<file path="src/rtl/monitor_pkg.sv">
// Shared types and constants for the 68000 bus step controller and its SPI monitor interface.
package monitor_pkg;

   typedef enum logic [2:0] {
      IDLE,
      CAPTURE,
      WAIT,
      HOLD,
      ACK
   } state_t;

   localparam int CMD_W    = 4;
   localparam int CMD_RUN  = 0;
   localparam int CMD_STEP = 1;

   localparam int SIG_HELD = 0;
   localparam int SIG_RW   = 1;
   localparam int SIG_RUN  = 2;
   localparam int SIG_AS   = 3;

   localparam int ADDR_W = 24;
   localparam int DATA_W = 16;
   localparam int SIG_W  = 4;

   typedef struct packed {
      logic [ADDR_W-1:0] addr;
      logic [DATA_W-1:0] data;
      logic              rw;
   } snap_t;

endpackage

</file>
<file path="src/rtl/bus_step_controller_if.sv">
// CPU bus, monitor command and snapshot signals shared by the bus/monitor side and the step controller.
interface bus_step_controller_if
   import monitor_pkg::*;
#(
   parameter int COUNT_W = 16
);
   logic               AS_N_IN;
   logic               RW_IN;
   logic [ADDR_W-1:0]  ADDR_IN;
   logic [DATA_W-1:0]  DATA_IN;
   logic [CMD_W-1:0]   CMD_IN;
   logic               SPISS_IN;
   logic               DTACK_N;
   logic [ADDR_W-1:0]  SNAP_ADDR;
   logic [DATA_W-1:0]  SNAP_DATA;
   logic [SIG_W-1:0]   SNAP_SIGNAL;
   logic [COUNT_W-1:0] CYCLE_COUNT;

   modport master (
      output AS_N_IN, RW_IN, ADDR_IN, DATA_IN, CMD_IN, SPISS_IN,
      input  DTACK_N, SNAP_ADDR, SNAP_DATA, SNAP_SIGNAL, CYCLE_COUNT
   );

   modport slave (
      input  AS_N_IN, RW_IN, ADDR_IN, DATA_IN, CMD_IN, SPISS_IN,
      output DTACK_N, SNAP_ADDR, SNAP_DATA, SNAP_SIGNAL, CYCLE_COUNT
   );
endinterface

</file>
<file path="src/rtl/monitor_sync.sv">
// Multi-bit flop-chain synchronizer for the asynchronous monitor-side inputs.
module monitor_sync #(
   parameter int WIDTH  = 1,
   parameter int STAGES = 2
) (
   input  logic             CLK_IN,
   input  logic             RST_N_IN,
   input  logic [WIDTH-1:0] d,
   output logic [WIDTH-1:0] q
);

   logic [WIDTH-1:0] stage_q [STAGES];

   // NOTE: the chain is an array of real flops, not a RAM, so every element is reset
   // NOTE: and all sequential state uses <= so stage i reads the pre-edge value of stage i-1.
   always_ff @(posedge CLK_IN or negedge RST_N_IN) begin
      if (!RST_N_IN) begin
         for (int i = 0; i < STAGES; i++) stage_q[i] <= '0;
      end else begin
         stage_q[0] <= d;
         for (int i = 1; i < STAGES; i++) stage_q[i] <= stage_q[i-1];
      end
   end

   assign q = stage_q[STAGES-1];

endmodule

</file>
<file path="src/rtl/bus_step_controller.sv">
// Sequences 68000 bus cycles in free-run or single-step mode and publishes per-cycle snapshots to the SPI monitor.
module bus_step_controller
   import monitor_pkg::*;
#(
   parameter int SYNC_STAGES = 2,
   parameter int RUN_WAIT    = 1,
   parameter int COUNT_W     = 16
) (
   input logic                  CLK_IN,
   input logic                  RST_N_IN,
   bus_step_controller_if.slave bus
);

   logic [CMD_W:0]     sync_q;
   logic [1:0]         cmd_rsvd_unused;
   logic               spiss_s, run_s, step_s;

   state_t             state_q, state_d;
   logic [3:0]         wait_cnt_q;
   logic               dtack_n_q;
   logic               token_q, step_ref_q;
   logic [COUNT_W-1:0] cycle_cnt_q;
   snap_t              stage_q, stage_d, snap_q, pend_snap_q;
   logic               pend_q;
   logic               read_latch, complete, publish, consume;
   logic [SIG_W-1:0]   signal_d;

   monitor_sync #(.WIDTH(CMD_W + 1), .STAGES(SYNC_STAGES)) u_sync (
      .CLK_IN   (CLK_IN),
      .RST_N_IN (RST_N_IN),
      .d        ({bus.SPISS_IN, bus.CMD_IN}),
      .q        (sync_q)
   );

   assign spiss_s         = sync_q[CMD_W];
   assign run_s           = sync_q[CMD_RUN];
   assign step_s          = sync_q[CMD_STEP];
   assign cmd_rsvd_unused = sync_q[3:2];

   always_ff @(posedge CLK_IN or negedge RST_N_IN) begin
      if (!RST_N_IN) state_q <= IDLE;
      else           state_q <= state_d;
   end

   // AS_N rising anywhere before ACK abandons the cycle without counting or publishing.
   always_comb begin
      state_d = state_q;
      unique case (state_q)
         IDLE:    if (!bus.AS_N_IN) state_d = CAPTURE;
         CAPTURE: begin
            if (bus.AS_N_IN)        state_d = IDLE;
            else if (!run_s)        state_d = HOLD;
            else if (RUN_WAIT > 0)  state_d = WAIT;
            else                    state_d = ACK;
         end
         WAIT: begin
            if (bus.AS_N_IN)                         state_d = IDLE;
            else if (wait_cnt_q == 4'(RUN_WAIT - 1)) state_d = ACK;
         end
         HOLD: begin
            if (bus.AS_N_IN)          state_d = IDLE;
            else if (token_q || run_s) state_d = ACK;
         end
         ACK:     if (bus.AS_N_IN) state_d = IDLE;
         default: state_d = IDLE;
      endcase
   end

   // NOTE: every output gets a default first so no path through this block infers a latch.
   always_comb begin
      read_latch = (state_q == ACK) && dtack_n_q && stage_q.rw;
      complete   = (state_q == ACK) && (state_d == IDLE);
      publish    = ((state_q == CAPTURE) && (state_d == HOLD)) || complete;
      consume    = (state_q == HOLD) && (state_d == ACK);

      stage_d = stage_q;
      if (state_q == CAPTURE) begin
         stage_d.addr = bus.ADDR_IN;
         stage_d.rw   = bus.RW_IN;
         if (!bus.RW_IN) stage_d.data = bus.DATA_IN;
      end
      if (read_latch) stage_d.data = bus.DATA_IN;

      signal_d           = '0;
      signal_d[SIG_HELD] = (state_q == HOLD);
      signal_d[SIG_RW]   = snap_q.rw;
      signal_d[SIG_RUN]  = run_s;
      signal_d[SIG_AS]   = !bus.AS_N_IN;
   end

   // Publish uses stage_d so a capture and its publish can share one edge.
   always_ff @(posedge CLK_IN or negedge RST_N_IN) begin
      if (!RST_N_IN) begin
         dtack_n_q   <= 1'b1;
         wait_cnt_q  <= '0;
         cycle_cnt_q <= '0;
         token_q     <= 1'b0;
         step_ref_q  <= 1'b0;
         stage_q     <= '0;
         snap_q      <= '0;
         pend_snap_q <= '0;
         pend_q      <= 1'b0;
      end else begin
         dtack_n_q  <= (state_q != ACK);
         wait_cnt_q <= (state_q == WAIT) ? wait_cnt_q + 4'd1 : 4'd0;
         stage_q    <= stage_d;
         if (complete) cycle_cnt_q <= cycle_cnt_q + COUNT_W'(1);

         if (step_s != step_ref_q) begin
            step_ref_q <= step_s;
            token_q    <= 1'b1;
         end else if (consume) begin
            token_q <= 1'b0;
         end

         if (publish && !spiss_s) begin
            snap_q <= stage_d;
            pend_q <= 1'b0;
         end else if (publish) begin
            pend_snap_q <= stage_d;
            pend_q      <= 1'b1;
         end else if (pend_q && !spiss_s) begin
            snap_q <= pend_snap_q;
            pend_q <= 1'b0;
         end
      end
   end

   assign bus.DTACK_N     = dtack_n_q;
   assign bus.SNAP_ADDR   = snap_q.addr;
   assign bus.SNAP_DATA   = snap_q.data;
   assign bus.SNAP_SIGNAL = signal_d;
   assign bus.CYCLE_COUNT = cycle_cnt_q;

endmodule
</file>
<file path="src/flat_wrapper.sv">
// flat-port wrapper written by rule: the top's interface ports become plain ports
module bus_step_controller_flat import monitor_pkg::*;
#(
   parameter int SYNC_STAGES = 2,
   parameter int RUN_WAIT    = 1,
   parameter int COUNT_W     = 16
)
  (CLK_IN, RST_N_IN, bus_AS_N_IN, bus_RW_IN, bus_ADDR_IN, bus_DATA_IN, bus_CMD_IN, bus_SPISS_IN, bus_DTACK_N, bus_SNAP_ADDR, bus_SNAP_DATA, bus_SNAP_SIGNAL, bus_CYCLE_COUNT);
  bus_step_controller_if #(.COUNT_W(COUNT_W)) bus_i ();
  input logic CLK_IN;
  input logic RST_N_IN;
  input wire logic [$bits(bus_i.AS_N_IN)-1:0] bus_AS_N_IN;
  input wire logic [$bits(bus_i.RW_IN)-1:0] bus_RW_IN;
  input wire logic [$bits(bus_i.ADDR_IN)-1:0] bus_ADDR_IN;
  input wire logic [$bits(bus_i.DATA_IN)-1:0] bus_DATA_IN;
  input wire logic [$bits(bus_i.CMD_IN)-1:0] bus_CMD_IN;
  input wire logic [$bits(bus_i.SPISS_IN)-1:0] bus_SPISS_IN;
  output wire logic [$bits(bus_i.DTACK_N)-1:0] bus_DTACK_N;
  output wire logic [$bits(bus_i.SNAP_ADDR)-1:0] bus_SNAP_ADDR;
  output wire logic [$bits(bus_i.SNAP_DATA)-1:0] bus_SNAP_DATA;
  output wire logic [$bits(bus_i.SNAP_SIGNAL)-1:0] bus_SNAP_SIGNAL;
  output wire logic [$bits(bus_i.CYCLE_COUNT)-1:0] bus_CYCLE_COUNT;
  assign bus_i.AS_N_IN = bus_AS_N_IN;
  assign bus_i.RW_IN = bus_RW_IN;
  assign bus_i.ADDR_IN = bus_ADDR_IN;
  assign bus_i.DATA_IN = bus_DATA_IN;
  assign bus_i.CMD_IN = bus_CMD_IN;
  assign bus_i.SPISS_IN = bus_SPISS_IN;
  assign bus_DTACK_N = bus_i.DTACK_N;
  assign bus_SNAP_ADDR = bus_i.SNAP_ADDR;
  assign bus_SNAP_DATA = bus_i.SNAP_DATA;
  assign bus_SNAP_SIGNAL = bus_i.SNAP_SIGNAL;
  assign bus_CYCLE_COUNT = bus_i.CYCLE_COUNT;
  bus_step_controller #(.SYNC_STAGES(SYNC_STAGES), .RUN_WAIT(RUN_WAIT), .COUNT_W(COUNT_W)) u_core (.CLK_IN(CLK_IN), .RST_N_IN(RST_N_IN), .bus(bus_i));
endmodule
</file>
<file path="config.mk">
export PLATFORM = sky130hd
export DESIGN_NAME = bus_step_controller_flat
export DESIGN_NICKNAME = d
export VERILOG_FILES = /design/src/rtl/monitor_pkg.sv /design/src/rtl/bus_step_controller_if.sv /design/src/rtl/monitor_sync.sv /design/src/rtl/bus_step_controller.sv /design/src/flat_wrapper.sv
export SDC_FILE = /design/constraint.sdc
export NUM_CORES = 1
export LEC_CHECK = 0
export BUFFER_PORTS_ARGS = -buffer_cell sky130_fd_sc_hd__buf_2
export CELL_PAD_IN_SITES_DETAIL_PLACEMENT = 1
export CELL_PAD_IN_SITES_GLOBAL_PLACEMENT = 1
export CORE_MARGIN = 1.5
export CORE_UTILIZATION = 25
export CTS_BUF_LIST = sky130_fd_sc_hd__clkbuf_2
export DETAILED_ROUTE_END_ITERATION = 7
export PLACE_DENSITY_LB_ADDON = 0.12
export REMOVE_ABC_BUFFERS = 1
export SYNTH_ARGS = -nofsm -noshare
export SYNTH_HDL_FRONTEND = slang
export SYNTH_SLANG_ARGS = --single-unit
</file>
<file path="constraint.sdc">
create_clock -name CLK_IN -period 2.86 [get_ports CLK_IN]
set_clock_uncertainty 0.2 [all_clocks]
set_input_delay 0.572 -clock CLK_IN [delete_from_list [all_inputs] [get_ports CLK_IN]]
set_output_delay 0.572 -clock CLK_IN [all_outputs]
set_load 0.02 [all_outputs]
</file>
=== Yosys cells after proc, flatten, opt, wreduce, memory -nomap -nowiden ===
Cells that the tools add are included.

* Bits of input ports: 49
* Flip-flop bits (word level): 160
* Word-level logic and storage cells: 70

* Multiplexer cells: 21
* Add/subtract/negate cells: 2
* Reduce and logical (&&, ||, !) cells: 19
* Eq/ne operators: 9
* Bitwise gates (word level): 1

{| class="wikitable"
|+ Operators by type and width
! kind !! number
|-
| $mux W41 || 4
|-
| $mux W16 || 2
|-
| $mux W3 || 7
|-
| $add A16 B1 Y16 const B || 1
|-
| $pmux W3 S5 || 1
|-
| $eq A3 B2 Y1 const B || 3
|-
| $logic_and A1 B1 Y1 || 7
|-
| $eq A3 B3 Y1 const B || 2
|-
| $logic_not A3 Y1 || 2
|-
| $mux W1 || 6
|-
| $add A4 B1 Y4 const B || 1
|-
| $logic_not A4 Y1 || 1
|-
| $mux W4 || 1
|-
| $reduce_and A2 Y1 || 2
|-
| $reduce_bool A2 Y1 || 2
|-
| $eq A3 B1 Y1 const B || 1
|-
| $ne A3 B3 Y1 const B || 1
|-
| $reduce_bool A3 Y1 || 1
|-
| $logic_not A1 Y1 || 2
|-
| $logic_or A1 B1 Y1 || 2
|-
| $ne A2 B2 Y1 const B || 1
|-
| $ne A1 B1 Y1 || 1
|-
| $not A1 Y1 || 1
|}

=== Longest topological paths before layout ===
* Depth after elaboration: 10
* Mapped depth: 7
* Mapped depth without buffers: 6

=== By module ===
A second synthesis with hierarchy kept.

* Cell total of the unflattened synthesis: 499
* Area total of the unflattened synthesis: 6,434.9 um^2

{| class="wikitable"
|+ Modules (own cells, without submodules)
! module !! cells each !! instances !! area an instance (um^2) !! seq. area each (um^2)
|-
| bus_step_controller || 484 || 1 || 6,147.1 || 3,754.9
|-
| monitor_sync || 15 || 1 || 287.8 || 250.2
|}

=== Worst setup path before layout ===
Ideal clock, no wire load.

* Path type: input -> register
* Start: input port bus_AS_N_IN
* End: register u_core.snap_q, in the netlist u_core.bus.SNAP_ADDR[10]
* Buffers on the path: 3
* Arrival time: 2.091 ns
* Stages: 7
* Slack: 0.446 ns
* Required time: 2.537 ns
* Library setup time: 0.123 ns
* Cell sequence: buf_2 or4b_4 a211oi_2 buf_2 buf_2 nand2_1 o221a_2

* Word-level cells in the longest chain between the ends: 8
* Elaborated cells between the ends (all ways): 16

{| class="wikitable"
|+ Ends and longest elaborated chain
! what !! line !! text
|-
| from (decl) || flat_wrapper.sv:12 || <nowiki>input wire logic [$bits(bus_i.AS_N_IN)-1:0] bus_AS_N_IN;</nowiki>
|-
| $mux W3 (on tied branches) || -- ||
|-
| $pmux W3 S5 (*) || bus_step_controller.sv:48 || <nowiki>unique case (state_q)</nowiki>
|-
| $eq A3 B2 Y1 / $logic_not A3 Y1 (equally long branches) || bus_step_controller.sv:73, bus_step_controller.sv:72 ||
|-
| $logic_and A1 B1 Y1 (on tied branches) || bus_step_controller.sv:73, bus_step_controller.sv:72 ||
|-
| $logic_or A1 B1 Y1 (*) || bus_step_controller.sv:73 || <nowiki>publish = ((state_q == CAPTURE) && (state_d == HOLD)) || complete;</nowiki>
|-
| $logic_and A1 B1 Y1 || bus_step_controller.sv:116 || <nowiki>if (publish && !spiss_s) begin</nowiki>
|-
| $ne A2 B2 Y1 (no source line) / $reduce_bool A2 Y1 (equally long branches) || -- ||
|-
| $reduce_and A2 Y1 (no source line) || -- ||
|-
| to (signal assigned) || bus_step_controller.sv:117 || <nowiki>snap_q <= stage_d;</nowiki>
|-
| to (signal assigned) || bus_step_controller.sv:123 || <nowiki>snap_q <= pend_snap_q;</nowiki>
|-
| to (decl) || bus_step_controller.sv:23 || <nowiki>snap_t stage_q, stage_d, snap_q, pend_snap_q;</nowiki>
|}

Mark *: on every way between the ends. The rest lies on a longest branch, timed or not.
A chain may end at the register's enable or synchronous reset.

=== Worst setup path in the final report ===
* Start: register u_core.state_q[2]
* End: output port bus_SNAP_SIGNAL[0]

* Word-level cells in the longest chain between the ends: 1

{| class="wikitable"
|+ Ends and longest elaborated chain
! what !! line !! text
|-
| from (decl) || bus_step_controller.sv:18 || <nowiki>state_t state_q, state_d;</nowiki>
|-
| from (signal assigned) || bus_step_controller.sv:42 || <nowiki>else state_q <= state_d;</nowiki>
|-
| $eq A3 B2 Y1 || bus_step_controller.sv:85 || <nowiki>signal_d[SIG_HELD] = (state_q == HOLD);</nowiki>
|-
| to (decl) || flat_wrapper.sv:21 || <nowiki>output wire logic [$bits(bus_i.SNAP_SIGNAL)-1:0] bus_SNAP_SIGNAL;</nowiki>
|}

Every way passes these cells.

==> impl_results.md <==
- Post-DP Area: just over 7000 um2
- Hold WC Path Type: reg2reg
- Required @ worst endpoint: 2.09 ns
- Worst slew margin: 0.594
- Register bit count reported by yosys: roughly 160
- Die Wd: about 160 um
- Finished Cell Area: roughly 8000 um2
- YS warnings: 0
- Kind of critical path: reg2out
- Average size of a mapped cell: about 12 um2
- Cell with the most instances after synthesis: dfrtp_1
- Area grow syn2layout: 27.1%
- Htree depth: 4
- Setup violators final: 0
- Power, Total: about 7.0 mW
- Cells taking the most area after synthesis: dfrtp_1, mux2i_1, o221a_2
- Fill cells: about 2800
- Worst-Margin Slew: between 0.6 and 0.7 ns
- Total number of vias: 4607
- CP Launch Type: flop
- Pwr per Cell Area: between 800 and 900 nW/um2
- Nets: roughly 750
- Worst hold slack: 0.184 ns
- Largest net degree at the start of global routing: 60
- Yosys top cell area share: 0.618
- Drt wl/cell: roughly 16 um
- Yosys top cell by area: dfrtp_1
- Top cells by count, synth: dfrtp_1, nor2_1, inv_1
- CTS sink cnt: 156
- Die height: between 150 and 200 um
- Setup TNS: 0 ns
- Total core area: 24500 um2
- DRT Pass-1 Iters: 4
- Post-layout util: 0.326
- CTS tree: done
- Post-synth EDFFs: 0
- Total global-route track usage: 0.134
- Placed Cells: between 900 and 1000
- Primary FF master, synth: dfrtp_1
- Initial antenna violation count: 1
- VDD IR max: 291 uV
- Clk slew on worst S/H paths: 0.22 ns
- Final Max Slew Viols: 0
- Critical Path AT: between 1.5 and 2 ns
- Final antenna-violating net count: 0
- Die area: approximately 26000 um2
- Post-Route WL: ~16000 um
- Fin worst setup slack: roughly 0.26 ns
- Fraction of the yosys area taken by sequential cells: 0.622
- Fin cells: about 1000
- Clock latency on the worst-skew pair: around 0.70 ns
- Final Hold Vio Count: 0
- Initial Utilization: 0.256
- First-pass GRT wire length: 27200 um
- Max-cap viol count: 0
- Share of post-route cells with drive strength above 1: 0.264
- Status: finished clean
- # rows: between 50 and 60
- I/O pin cnt: 110
- Vias in the first global route: 5212
- Synth Cell Area: 6270 um2
- Fmax achieved: between 300 and 400 MHz
- RSZ-0062 raised after global routing: false
- Post-route clock period utilization: 0.908
- Routability Congestion: just over 0.7
- CTS Buf Count: 17
- Static leakage: around 3.7 nW
- Deepest clock path buffer count: 2
- Post-synth cell types: 43
- Fin crit period: roughly 2.6 ns
- Peak fanout along the critical path: 11
- Vias/cell: between 4 and 5
- Final HPWL DP: between 10000 and 15000 um
- FFs w/ async S/R, synth: 1.00
- Setup WS pre-CTS: approximately 0.31 ns
- Remaining global-route overflow: 0
- DRT iter0 DRCs: 181
- Root buf cell: clkbuf_2
- IO buf count: approximately 110
- Post-Syn Instances: about 540
- Drt drc: 0
- CP Capture Type: output port
==> critical path, cell delays in order (launching register included) <==
cell and delay (ns):
dfrtp_1 0.55, nor2b_2 0.23, nand2_1 0.13, inv_1 0.08, buf_2 0.16
==> placed cells by master (no fill, tap or decap), types with 3 or more instances in the layout <==
cell           count
a21oi_1           43
a221oi_1          12
a32oi_1            4
and3_1             4
buf_12             7
buf_2            106
buf_4              9
clkbuf_2          18
clkinv_2           3
clkinv_4           3
dfrtp_1          154
dlygate4sd3_1     46
ha_1               3
inv_1             61
inv_6              3
mux2i_1           41
nand2_1           37
nand3_1            8
nand4_1            3
nor2_1            64
o21ai_0            7
o221a_2           25
xnor2_1           13
xor2_1             5
==> metal layers <==
layer,part of all wire,GRT usage,routed length [um]
met1,0.44,0.159,7140
met2,0.51,0.236,8370
met3,0.038,0.0372,617
met4,0.010,0.0383,171
met5,0,0,0
==> flip-flops by register name, indices dropped and copies added (netlist names) <==
signal / flops
u_core.stage_q: 41
u_core.pend_q: 1
u_core.u_sync.stage_q: 3
u_core.wait_cnt_q: 4
u_core.bus.DTACK_N: 1
u_core.step_ref_q: 1
u_core.bus.SNAP_ADDR: 24
u_core.bus.SNAP_DATA: 16
u_core.token_q: 1
u_core.bus.SNAP_SIGNAL: 1
u_core.pend_snap_q: 41
u_core.state_q: 3
u_core.u_sync.q: 3
u_core.bus.CYCLE_COUNT: 16
==> power by group <==
| part | leakage, nW | switching, mW | internal (mW) |
|---|---|---|---|
| sequential | 1.83 | 0.447 | 3.06 |
| clock | 0.144 | 0.821 | 0.406 |
| combinational | 1.70 | 1.30 | 0.926 |
==> worst paths after layout <==
check | to | cells past startpoint | from | slack, ns
hold reg to reg | u_core.u_sync.q[1] | 0 | u_core.u_sync.stage_q[6] | 0.18
max in group asynchronous | u_core.stage_q[4] | 3 | RST_N_IN | 1.58
hold / removal | u_core.u_sync.q[1] | 0 | u_core.u_sync.stage_q[6] | 0.18
setup reg to reg | u_core.bus.SNAP_ADDR[19] | 4 | u_core.state_q[2] | 0.46
setup / recovery | bus_SNAP_SIGNAL[0] | 4 | u_core.state_q[2] | 0.26
min in group asynchronous | u_core.bus.CYCLE_COUNT[14] | 2 | RST_N_IN | 0.19
==> cell type report <==
class / count / area [um2] / share of cell area
antenna: 1 / 2.50 / 0.000314
timing repair buffer: 169 / 1210 / 0.152
clock inverter: 14 / 143 / 0.0179
sequential: 156 / 3910 / 0.490
tap: 324 / 405 / 0.0508
multi-input combinational: 294 / 1990 / 0.249
inverter: 61 / 229 / 0.0287
clock buffer: 18 / 90.1 / 0.0113
==> what timing repair did <==
item | in CTS | in global routing
hold buffers | 46 | 0
buffers inserted | 1 | 0
gates resized for setup | 1 | 1
endpoints found under the setup margin | 1 | 1
hold endpoints to repair | 196 | 0
==> kinds of logic after synthesis <==
family | after synthesis | synth area share
AND/OR/NAND/NOR | 132 | 0.0951
buffers and inverters | 91 | 0.0628
multiplexers | 41 | 0.0654
AO/OA/AOI/OAI | 100 | 0.123
flip-flops | 156 | 0.622
XOR/XNOR | 18 | 0.0251
adder cells (fa/ha/maj) | 3 | 0.00598
Power figures use the tool's default switching activity.
